[src/rtl/video_render_sched.sv]
// Per-line render controller: launches renderers on each line strobe, arbitrates
// the shared VRAM read port round-robin, and flags completion, overrun and vblank.
module video_render_sched #(
  parameter int V_ACTIVE = 480,
  parameter int NREQ     = 3
) (
  input  logic            clk,
  input  logic            rst,
  input  logic            next_frame_i,
  input  logic            next_line_i,
  input  logic            vblank_pulse_i,
  input  logic [NREQ-1:0] ren_en_i,
  input  logic [NREQ-1:0] ren_done_i,
  output logic [NREQ-1:0] ren_start_o,
  output logic            ren_abort_o,
  output logic [8:0]      render_line_o,
  output logic            line_valid_o,
  input  logic [NREQ-1:0] vram_req_i,
  output logic [NREQ-1:0] vram_grant_o,
  input  logic            vram_ack_i,
  output logic            line_done_o,
  output logic            overrun_o,
  output logic            irq_vblank_o,
  input  logic            irq_clr_i
);

  // state  | meaning
  // IDLE   | waiting for a line strobe
  // LAUNCH | start pulse to enabled renderers (and abort after an overrun)
  // RUN    | renderers busy, VRAM arbitration active
  // DONE   | all enabled renderers finished, line_done pulses
  typedef enum logic [1:0] {IDLE, LAUNCH, RUN, DONE} state_t;

  localparam int PW = (NREQ > 1) ? $clog2(NREQ) : 1;
  localparam logic [8:0] V_ACT9 = 9'(V_ACTIVE);
  localparam logic [8:0] LINE_MAX = 9'd511;

  state_t          state_q, state_d;
  logic [8:0]      line_q, line_d;
  logic [NREQ-1:0] en_q, en_d;
  logic [NREQ-1:0] done_q, done_d;
  logic [NREQ-1:0] done_acc;
  logic [NREQ-1:0] grant_q, grant_d;
  logic [PW-1:0]   ptr_q, ptr_d;
  logic            abort_q, overrun_q, irq_q;
  logic            new_valid, ovr_evt;
  logic [NREQ-1:0] req_m, pick;
  logic [PW-1:0]   idx, gidx;
  logic            found;

  always_comb begin
    line_d = line_q;
    if (next_frame_i) begin
      line_d = '0;
    end else if (next_line_i && line_q != LINE_MAX) begin
      line_d = line_q + 9'd1;
    end
  end

  assign new_valid = (line_d < V_ACT9);

  always_comb begin
    state_d     = state_q;
    en_d        = en_q;
    done_d      = done_q;
    done_acc    = done_q | (ren_done_i & en_q);
    ovr_evt     = 1'b0;
    line_done_o = 1'b0;
    ren_start_o = '0;
    unique case (state_q)
      IDLE, DONE: begin
        if (state_q == DONE) begin
          line_done_o = 1'b1;
          state_d     = IDLE;
          done_d      = '0;
        end
      end
      LAUNCH: begin
        ren_start_o = en_q;
        ovr_evt     = next_line_i;
        state_d     = (en_q != '0) ? RUN : DONE;
      end
      RUN: begin
        ovr_evt = next_line_i;
        done_d  = done_acc;
        if (done_acc == en_q) state_d = DONE;
      end
      default: state_d = IDLE;
    endcase
    // A line strobe always relaunches, whether or not the previous line was finished.
    if (next_line_i) begin
      done_d  = '0;
      state_d = IDLE;
      if (new_valid) begin
        state_d = LAUNCH;
        en_d    = ren_en_i;
      end
    end
  end

  always_comb begin
    req_m = vram_req_i & en_q;
    pick  = '0;
    found = 1'b0;
    idx   = '0;
    for (int i = 0; i < NREQ; i++) begin
      idx = PW'((int'(ptr_q) + i) % NREQ);
      if (!found && req_m[idx]) begin
        pick[idx] = 1'b1;
        found     = 1'b1;
      end
    end
  end

  always_comb begin
    gidx = '0;
    for (int i = 0; i < NREQ; i++) begin
      if (grant_q[i]) gidx = PW'(i);
    end
  end

  always_comb begin
    grant_d = grant_q;
    ptr_d   = ptr_q;
    if (grant_q != '0) begin
      if (vram_ack_i) begin
        grant_d = '0;
        ptr_d   = (gidx == PW'(NREQ - 1)) ? '0 : gidx + 1'b1;
      end else if ((grant_q & req_m) == '0) begin
        grant_d = '0;
      end
    end else begin
      grant_d = pick;
    end
    if (state_d != RUN) grant_d = '0;
  end

  always_ff @(posedge clk or posedge rst) begin
    if (rst) begin
      state_q   <= IDLE;
      line_q    <= '0;
      en_q      <= '0;
      done_q    <= '0;
      grant_q   <= '0;
      ptr_q     <= '0;
      abort_q   <= 1'b0;
      overrun_q <= 1'b0;
      irq_q     <= 1'b0;
    end else begin
      state_q <= state_d;
      line_q  <= line_d;
      en_q    <= en_d;
      done_q  <= done_d;
      grant_q <= grant_d;
      ptr_q   <= ptr_d;
      abort_q <= ovr_evt;
      if (ovr_evt) overrun_q <= 1'b1;
      else if (irq_clr_i) overrun_q <= 1'b0;
      if (vblank_pulse_i) irq_q <= 1'b1;
      else if (irq_clr_i) irq_q <= 1'b0;
    end
  end

  assign ren_abort_o   = abort_q;
  assign render_line_o = line_q;
  assign line_valid_o  = (line_q < V_ACT9);
  assign vram_grant_o  = grant_q;
  assign overrun_o     = overrun_q;
  assign irq_vblank_o  = irq_q;

endmodule

[config.mk]
export PLATFORM = sky130hd
export DESIGN_NAME = video_render_sched
export DESIGN_NICKNAME = d
export VERILOG_FILES = /design/src/rtl/video_render_sched.sv
export SDC_FILE = /design/constraint.sdc
export NUM_CORES = 1
export LEC_CHECK = 0
export CORE_UTILIZATION = 29
export CTS_CLUSTER_DIAMETER = 50
export DETAILED_ROUTE_END_ITERATION = 8
export DONT_BUFFER_PORTS = 1
export GPL_ROUTABILITY_DRIVEN = 0
export HOLD_SLACK_MARGIN = 0.02
export SYNTH_ARGS = -nofsm -noshare
export SYNTH_HDL_FRONTEND = slang
export SYNTH_SLANG_ARGS = --single-unit
[constraint.sdc]
create_clock -name clk -period 2.4 [get_ports clk]
set_input_delay 0.48 -clock clk [delete_from_list [all_inputs] [get_ports clk]]
set_output_delay 0.48 -clock clk [all_outputs]
set_load 0.005 [all_outputs]
==> metrics list, run 1 <==
* Kind of capture point of the worst setup path: register
- Data on the critical path arrives at its endpoint at 2.39 ns.
- TritonCTS built the clock tree.
- After routing the design area is between 0.0015 and 0.002 mm2.
* Horizontal die dimension: 74.5 um
* Starting utilization of the core area: 0.300
- Final Critical Period: 2.22 ns
* Worst max-slew margin expressed relative to the limit: 0.699
- After clock tree synthesis, the clock-pin slew on the worst setup and hold paths is about 0.09 ns.
- Post-detailed-route via-to-cell ratio: 5.13
* Type of the worst min-delay path: input pin to async pin
- Core outline area: 0.00507 mm2
* Clock latency on the worst-skew pair: 0.27 ns
- Across all layers, the routed design uses 1,215 vias.
- In this run the worst path has a maximum fanout of 5.
- Global-route wire length before repair: about 5.6 mm
* Yosys warnings: 0
- H-tree depth: 1
- A synthesized cell averages 9.65 um2.
* Maximum number of pins on one net before global-route repair: 26
- Detailed-placement wirelength estimate: 2.59 mm
* Row Count: 26
* Highest achievable clock rate: 0.450 GHz
- The tool flagged a number of max-cap violations equal to 0.
- Counting distinct cell types in the post-synthesis netlist gives 44.
- Relative to the synthesized area, the layout overhead comes to 12.2%.
* Routed wire length per instance: 14.5 um
- Setup repair after global routing left no endpoint under its margin.
- Number of buffers created by CTS: 3
- Status: completed
* Net count of the mapped netlist: roughly 180
* Dpl cell area: 0.00166 mm2
- Summed over all cells, the static leakage comes to 0.743 nW.
* Library cell contributing the largest single delay on the critical path: sky130_fd_sc_hd__dfrtp_1
- Portion of the post-synthesis area used by sequential elements: 0.411
- Final Net Count: 193
* DRC violation total after the first TritonRoute iteration: 68
* Number of search-and-repair iterations in the first detailed-routing pass: 5
- At the pin with the least slew margin, the transition time is 0.440 ns.
* Grt total ovfl: 0
- In the global route stage, overall resource usage came out at 0.132.
- The signal on the critical path passes through nand3_2 -> nor2_1 -> ha_1 -> and2b_1 -> mux2_4 -> o2111ai_2 -> o21ai_2 -> mux2_1.
* DRC errors left: 0
- Antenna violations before repair: 0
- Of the cells placed in the final design, the portion with a size suffix greater than 1 is 0.126.
- Number of global-route vias before repair: between 1k and 1.5k
- The max-slew violation count was 0.
* Remaining antenna violation count after routing: 0
- During I/O placement, the number of pins put on the boundary was 36.
- Power density relative to cell area: 801 mW/mm2
- Worst supply voltage drop on vdd: 0.000256 V
* PnR Total Power: 1.37 mW
* Number of antenna repair diodes: 0
* Final setup vio count: 0
- Root buffer cell: sky130_fd_sc_hd__clkbuf_8
- Post-Route Setup TNS: 0 ns
- Die Height: around 74 um
- Number of buffer cells added on primary ports: 0
* Total standard cell area after synthesis: around 0.0015 mm2
- The clock passes through at most 2 buffers.
- Synthesis produced 158 cells.
- Post-route fraction of the period consumed by the critical path: 0.927
* Startpoint kind of the worst setup timing path: register
- Final Skew: 0.00746 ns
- Number of failing hold endpoints at the final stage: 0
- Stage delay of the slowest cell on the critical path: about 0.45 ns
* Total wire length: 3.44 mm
- CP Class: register to register
- Worst r2r path cells: 8
- CTS hold repair buffers: 0
- Required time at the endpoint of the critical path: 2.56 ns
* Clock tree sinks: 25
- After synthesis the netlist holds a flip-flop and latch count of 25.
- The layout has 549 filler cells.
* Die area: ~0.0055 mm2
worst paths after layout:
| kind | from | endpoint | slack, ns |
|---|---|---|---|
| max | render_line_o[2]$_DFFE_PP0P_ | en_q[1]$_DFFE_PP0P_ | 0.18 |
| min | rst | irq_vblank_o$_DFFE_PP0P_ | 0.13 |
| max reg2reg | render_line_o[2]$_DFFE_PP0P_ | en_q[1]$_DFFE_PP0P_ | 0.18 |
| min reg2reg | overrun_o$_DFFE_PP0P_ | overrun_o$_DFFE_PP0P_ | 0.52 |
| max in group asynchronous | rst | render_line_o[4]$_DFFE_PP0P_ | 2.01 |
| min in group clk | next_frame_i | render_line_o[3]$_DFFE_PP0P_ | 0.26 |
critical path, delay by kind of cell, from the launching register on:
kind            cells  cell delay (ns)
mux                 2             0.57
fa+ha+maj           1             0.19
flops               1             0.45
compound gates      2             0.37
simple gates        3             0.53
timing repair:
item / 4_1_cts / 5_1_grt
resized for setup: 0 / 2
buffers inserted: 0 / 0
endpoints found under the setup margin: 0 / 3
hold endpoints to repair: 0 / 0
power by group:
part           leakage, nW  internal, mW  total [mW]  switching (mW)
sequential           0.327         0.493       0.573          0.0796
clock               0.0255         0.116       0.256           0.140
combinational        0.391         0.239       0.540           0.301
total                0.743         0.849        1.37           0.520
through the flow:
stage	hold WS [ns]	setup WS, ns	instances	utilization
floorplan	0.473	0.148	158	-
global placement	0.446	0.191	233	0.326
detailed placement	0.450	0.116	233	0.326
CTS	0.150	0.0976	237	0.335
global route	0.158	0.000364	237	0.337
finish	0.132	0.175	237	0.337
placed cells by master (no fill, tap or decap), types with 2 or more instances in the layout:
cell type                  instances
sky130_fd_sc_hd__xnor2_1           2
sky130_fd_sc_hd__mux2i_1           2
sky130_fd_sc_hd__a21oi_1           6
sky130_fd_sc_hd__a31oi_1           3
sky130_fd_sc_hd__mux2_1            3
sky130_fd_sc_hd__nor3b_1           3
sky130_fd_sc_hd__o22ai_1           4
sky130_fd_sc_hd__a32oi_1           2
sky130_fd_sc_hd__nand3_1           3
sky130_fd_sc_hd__nand3b_1          2
sky130_fd_sc_hd__ha_1              9
sky130_fd_sc_hd__xor2_1            3
sky130_fd_sc_hd__nor3_1            3
sky130_fd_sc_hd__nand4_1           6
sky130_fd_sc_hd__o21a_1            5
sky130_fd_sc_hd__inv_1            17
sky130_fd_sc_hd__buf_4             9
sky130_fd_sc_hd__clkbuf_8          3
sky130_fd_sc_hd__nand4b_1          3
sky130_fd_sc_hd__nand2_1           5
sky130_fd_sc_hd__dfrtp_1          25
sky130_fd_sc_hd__nor2_1           18
sky130_fd_sc_hd__a22oi_1           2
sky130_fd_sc_hd__and2_1            5
sky130_fd_sc_hd__a21o_1            2
sky130_fd_sc_hd__and3b_1           2
layer usage:
layer | wire, um | vias to the layer above | part of all wire | global-route usage
met5 | 0 | - | 0 | 0
met2 | 1580 | 35 | 0.46 | 0.219
met4 | 63 | 0 | 0.018 | 0.0503
li1 | - | 586 | - | -
met3 | 200 | 5 | 0.058 | 0.0312
met1 | 1600 | 589 | 0.46 | 0.167
cell usage after synthesis:
cell	n	area, um2
sky130_fd_sc_hd__o2111ai_2	1	15.0
sky130_fd_sc_hd__nand3_1	3	15.0
sky130_fd_sc_hd__buf_6	1	11.3
sky130_fd_sc_hd__a32o_1	1	10.0
sky130_fd_sc_hd__a21oi_1	6	30.0
sky130_fd_sc_hd__a32oi_1	2	17.5
sky130_fd_sc_hd__nor2b_1	1	6.26
sky130_fd_sc_hd__a222oi_1	1	10.0
sky130_fd_sc_hd__o21ai_0	1	5.00
sky130_fd_sc_hd__a2bb2oi_1	1	8.76
sky130_fd_sc_hd__ha_1	9	113
sky130_fd_sc_hd__o21a_1	5	37.5
sky130_fd_sc_hd__inv_1	17	63.8
sky130_fd_sc_hd__o31a_1	1	8.76
sky130_fd_sc_hd__nand2_1	5	18.8
sky130_fd_sc_hd__nand4b_1	3	26.3
sky130_fd_sc_hd__nor3b_1	3	22.5
sky130_fd_sc_hd__nor4_2	1	12.5
sky130_fd_sc_hd__a221oi_1	1	8.76
sky130_fd_sc_hd__nand4_1	6	37.5
sky130_fd_sc_hd__o2bb2ai_1	1	8.76
sky130_fd_sc_hd__a21boi_1	1	7.51
sky130_fd_sc_hd__dfrtp_1	25	626
sky130_fd_sc_hd__xnor2_1	2	17.5
sky130_fd_sc_hd__nor2_1	18	67.6
sky130_fd_sc_hd__a31o_2	1	8.76
sky130_fd_sc_hd__a31oi_1	3	18.8
sky130_fd_sc_hd__a2111oi_0	1	8.76
sky130_fd_sc_hd__nand3_2	1	10.0
sky130_fd_sc_hd__a22oi_1	2	15.0
sky130_fd_sc_hd__and2b_1	1	7.51
sky130_fd_sc_hd__mux2_1	3	33.8
sky130_fd_sc_hd__o21ai_2	1	8.76
sky130_fd_sc_hd__a21o_1	2	15.0
sky130_fd_sc_hd__and2_1	5	31.3
sky130_fd_sc_hd__mux2_4	1	15.0
sky130_fd_sc_hd__nor3_1	4	20.0
sky130_fd_sc_hd__clkbuf_1	2	7.51
sky130_fd_sc_hd__mux2i_1	3	30.0
sky130_fd_sc_hd__nand3b_1	2	15.0
sky130_fd_sc_hd__xor2_1	3	26.3
sky130_fd_sc_hd__buf_2	1	5.00
sky130_fd_sc_hd__and3b_1	2	17.5
sky130_fd_sc_hd__o22ai_1	4	25.0
registers in the layout, summed over array words and instances (netlist names):
register and cells:
irq_vblank_o 1, overrun_o 1, en_q 3, ren_abort_o 1, done_q 3, vram_grant_o 3, state_q 2, ptr_q 2
render_line_o 9
area by class of cell:
type                            instances  area [um2]  share of cell area
Tap cell                               70        87.6              0.0512
Clock buffer                            3        41.3              0.0241
Multi-Input combinational cell        112         820               0.479
Inverter                               17        63.8              0.0373
Timing Repair Buffer                    9        67.6              0.0395
Sequential cell                        25         626               0.366
Clock inverter                          1        5.00             0.00293
logic make-up after synthesis:
family / share of synthesized area
and+or+nand+nor: 0.202
buffers and inverters: 0.0575
xor gates and xnor gates: 0.0287
muxes: 0.0517
adders and majority gates: 0.0739
AOI/OAI and AO/OA: 0.176
DFF: 0.411
Note: power is estimated with default switching activity, not from simulation.
==> run 2: changes to the inputs <==
==> constraint.sdc (replaced) <==
create_clock -name clk -period 2.66 [get_ports clk]
set_input_delay 0.532 -clock clk [delete_from_list [all_inputs] [get_ports clk]]
set_output_delay 0.532 -clock clk [all_outputs]
set_load 0.005 [all_outputs]
==> metrics list, run 2 (synthesized netlist as in run 1, its figures left out) <==
- The area taken by multi-input logic gates came to 811 um2 (-1.1%).
- The number of ports placed on the die boundary was 36 (unchanged).
- Path length in cells of the critical path: 9 (+1)
- The maximum VDD drop is 0.000268 V (+4.6%).
- The number of sinks driven by the clock tree is 25 (unchanged).
* Number of failing hold endpoints at the final stage: 0 (unchanged)
* Number of gates resized after CTS: 0 (unchanged)
- The slowest stage of the critical path belongs to the cell sky130_fd_sc_hd__dfrtp_1.
- The placement-stage worst setup slack is 0.228 ns (+0.112 ns).
- Capture instance of the worst register-to-register path: en_q[0]$_DFFE_PP0P_
* Most common cell after layout, fill and taps aside: sky130_fd_sc_hd__dfrtp_1
- The all-layer global routing usage was 0.133 (+0.000323).
* Crit-path leading delay family: simple AND/OR/NAND/NOR gates
- Number of global-route vias before repair: 1,214 (+2.3%)
- The detailed-route wire length per cell came to 13.9 um (-4.2%).
- The number of antenna violations at the first check in global routing is 0 (unchanged).
- Post-route fraction of the period consumed by the critical path: 0.914 (-0.0125)
- The effective utilization at floorplan is 0.300 (unchanged).
- H-tree depth: 1 (unchanged)
- The clock latency of the later-clocked register in the worst-skew pair came to 0.27 ns (about the same).
- The number of violations of the max-capacitance limit was 0 (unchanged).
* Setup repair after global routing missed its margin: false
- The number of endpoints failing setup at the final stage is 0 (unchanged).
- The maximum cell stage delay along the critical path was 0.45 ns (about the same).
- The critical path in this run is classified as register to register.
- Commonest cells after routing, fill and taps aside: sky130_fd_sc_hd__dfrtp_1, sky130_fd_sc_hd__nor2_1, sky130_fd_sc_hd__inv_1, sky130_fd_sc_hd__ha_1
- Number of flip-flops in the largest register: 9 (unchanged)
- Walking the worst path, the cells encountered are ha_1 -> nand4_1 -> nor2_1 -> ha_1 -> nand4b_1 -> nor3_1 -> o2111ai_2 -> o21ai_2 -> mux2_1.
- Post-detailed-route via-to-cell ratio: 5.12 (about the same)
- The die footprint came to 0.00555 mm2 (unchanged).
- Maximum number of pins on one net before global-route repair: 26 (unchanged)
- The total DRC errors in the routed layout is 0 (unchanged).
* Global-route wire length before repair: 5.71 mm (+1.5%)
- Startpoint kind of the worst setup timing path: register
* Grt total ovfl: 0 (unchanged)
* Final Net Count: 186 (-3.6%)
- The cell leakage power came to 0.705 nW (-5.1%).
* DRC violation total after the first TritonRoute iteration: 41 (-40%)
- CP Capture Point: en_q[0]$_DFFE_PP0P_
- Detailed-placement wirelength estimate: 2.45 mm (-5.4%)
- In this run the clock root is driven by a sky130_fd_sc_hd__clkbuf_8.
* Number of buffers created by CTS: 3 (unchanged)
- The chip width came to 74.5 um (unchanged).
- Type of the worst min-delay path: input pin to async pin
* R2R setup slack: 0.23 ns (+0.05 ns)
* Highest fanout seen on the critical path: 5 (unchanged)
- TritonCTS built the clock tree.
- The remaining antenna violation count was 0 (unchanged).
- Row Count: 26 (unchanged)
* Least-Margin Pin Slew: 0.386 ns (-0.0545 ns)
* Number of antenna repair diodes: 0 (unchanged)
- Among the stages of the critical path, the cell type that occurs most often is sky130_fd_sc_hd__ha_1.
- The required time reported for the critical path endpoint is 2.81 ns (+0.25 ns).
- Status: completed
- The relative max-transition margin came to 0.736 (+0.0373).
- The total vias in the final route was 1,178 (-3.0%).
- Final Skew: 0.00865 ns (+0.00118 ns)
- The clock period minus worst slack was 2.43 ns (+0.208 ns).
* Post-CTS setup buffer count: 0 (unchanged)
* Worst setup margin: 0.228 ns (+0.0524 ns)
- Buffer and inverter count on the worst path: 0 (unchanged)
- Number of search-and-repair iterations in the first detailed-routing pass: 5 (unchanged)
- The most critical setup path has its startpoint at render_line_o[0]$_DFFE_PP0P_.
- The storage element area was 626 um2 (unchanged).
- The worst setup path is captured at a register.
- The proportion of layout cells with a drive suffix above 1 is 0.0750 (-0.0507).
- Min Hold Slack: 0.181 ns (+0.0487 ns)
* Core outline area: 0.00507 mm2 (unchanged)
* Total wire length: 3.20 mm (-7.1%)
* Highest achievable clock rate: 0.411 GHz (-8.5%)
- Area growth, synth to finish: 8.46%
* Number of buffer cells added on primary ports: 0 (unchanged)
* Clock-pin slew of the registers on the worst-case setup and hold paths: 0.10 ns (about the same)
* Power density relative to cell area: 741 mW/mm2 (-7.4%)
- Worst r2r path cells: 9 (+1)
- The summed negative setup slack over all endpoints is 0 ns (unchanged).
* Cell total after placement: 226 (-3.0%)
- Count of final max-slew check failures: 0 (unchanged)
- The overall die height is 74.5 um (unchanged).
- The worst-case clock buffer depth came to 2 (unchanged).
* CTS hold repair buffers: 0 (unchanged)
- Worst Path Arrival: 2.59 ns (+0.20 ns)
- Filler cells: 553 (+0.73%)
- The worst register-to-register path begins at render_line_o[0]$_DFFE_PP0P_.
* Final non-filler cell total: 230 (-3.0%)
[run 2: cell count changes in the layout (fill, tap and decap cells not counted), sizes merged]
cell / change
buf: -7
clkinv: -1
inv: +1
[run 2: per-stage QoR]
stage                      util  total power [mW]  area, um2
after CTS                 0.326              1.25       1650
final                     0.326              1.23       1650
after floorplan               -             0.898       1520
after global placement    0.316             0.994       1600
after global routing      0.326              1.35       1650
after detailed placement  0.316             0.999       1600
[run 2: where the power goes]
part           total, mW  switching (mW)  internal [mW]
sequential         0.523          0.0783          0.445
clock              0.236           0.126          0.110
combinational      0.467           0.257          0.209
[run 2: cell type report]
| class | instances | area share |
|---|---|---|
| sequential | 25 | 0.379 |
| tap | 70 | 0.0530 |
| clock buffer | 3 | 0.0250 |
| timing repair buffer | 2 | 0.00908 |
| clock inverter | 1 | 0.00530 |
| multi-input combinational | 112 | 0.491 |
| inverter | 17 | 0.0386 |
[run 2: routing by layer]
layer / track usage / vias to the layer above / wire, um
li1: - / 573 / -
met1: 0.178 / 573 / 1550
met2: 0.212 / 30 / 1440
met3: 0.0203 / 2 / 163
met4: 0.0566 / 0 / 38
met5: 0 / - / 0
[run 2: worst min-delay path by stage]
| stage | startpoint | end | slack (ns) |
|---|---|---|---|
| floorplan | irq_vblank_o$_DFFE_PP0P_ | irq_vblank_o$_DFFE_PP0P_ | 0.47 |
| global placement | irq_vblank_o$_DFFE_PP0P_ | irq_vblank_o$_DFFE_PP0P_ | 0.49 |
| detailed placement | irq_vblank_o$_DFFE_PP0P_ | irq_vblank_o$_DFFE_PP0P_ | 0.49 |
| CTS | rst | render_line_o[8]$_DFF_PP0_ | 0.19 |
| global route | rst | ren_abort_o$_DFF_PP0_ | 0.20 |
| finish | rst | overrun_o$_DFFE_PP0P_ | 0.18 |
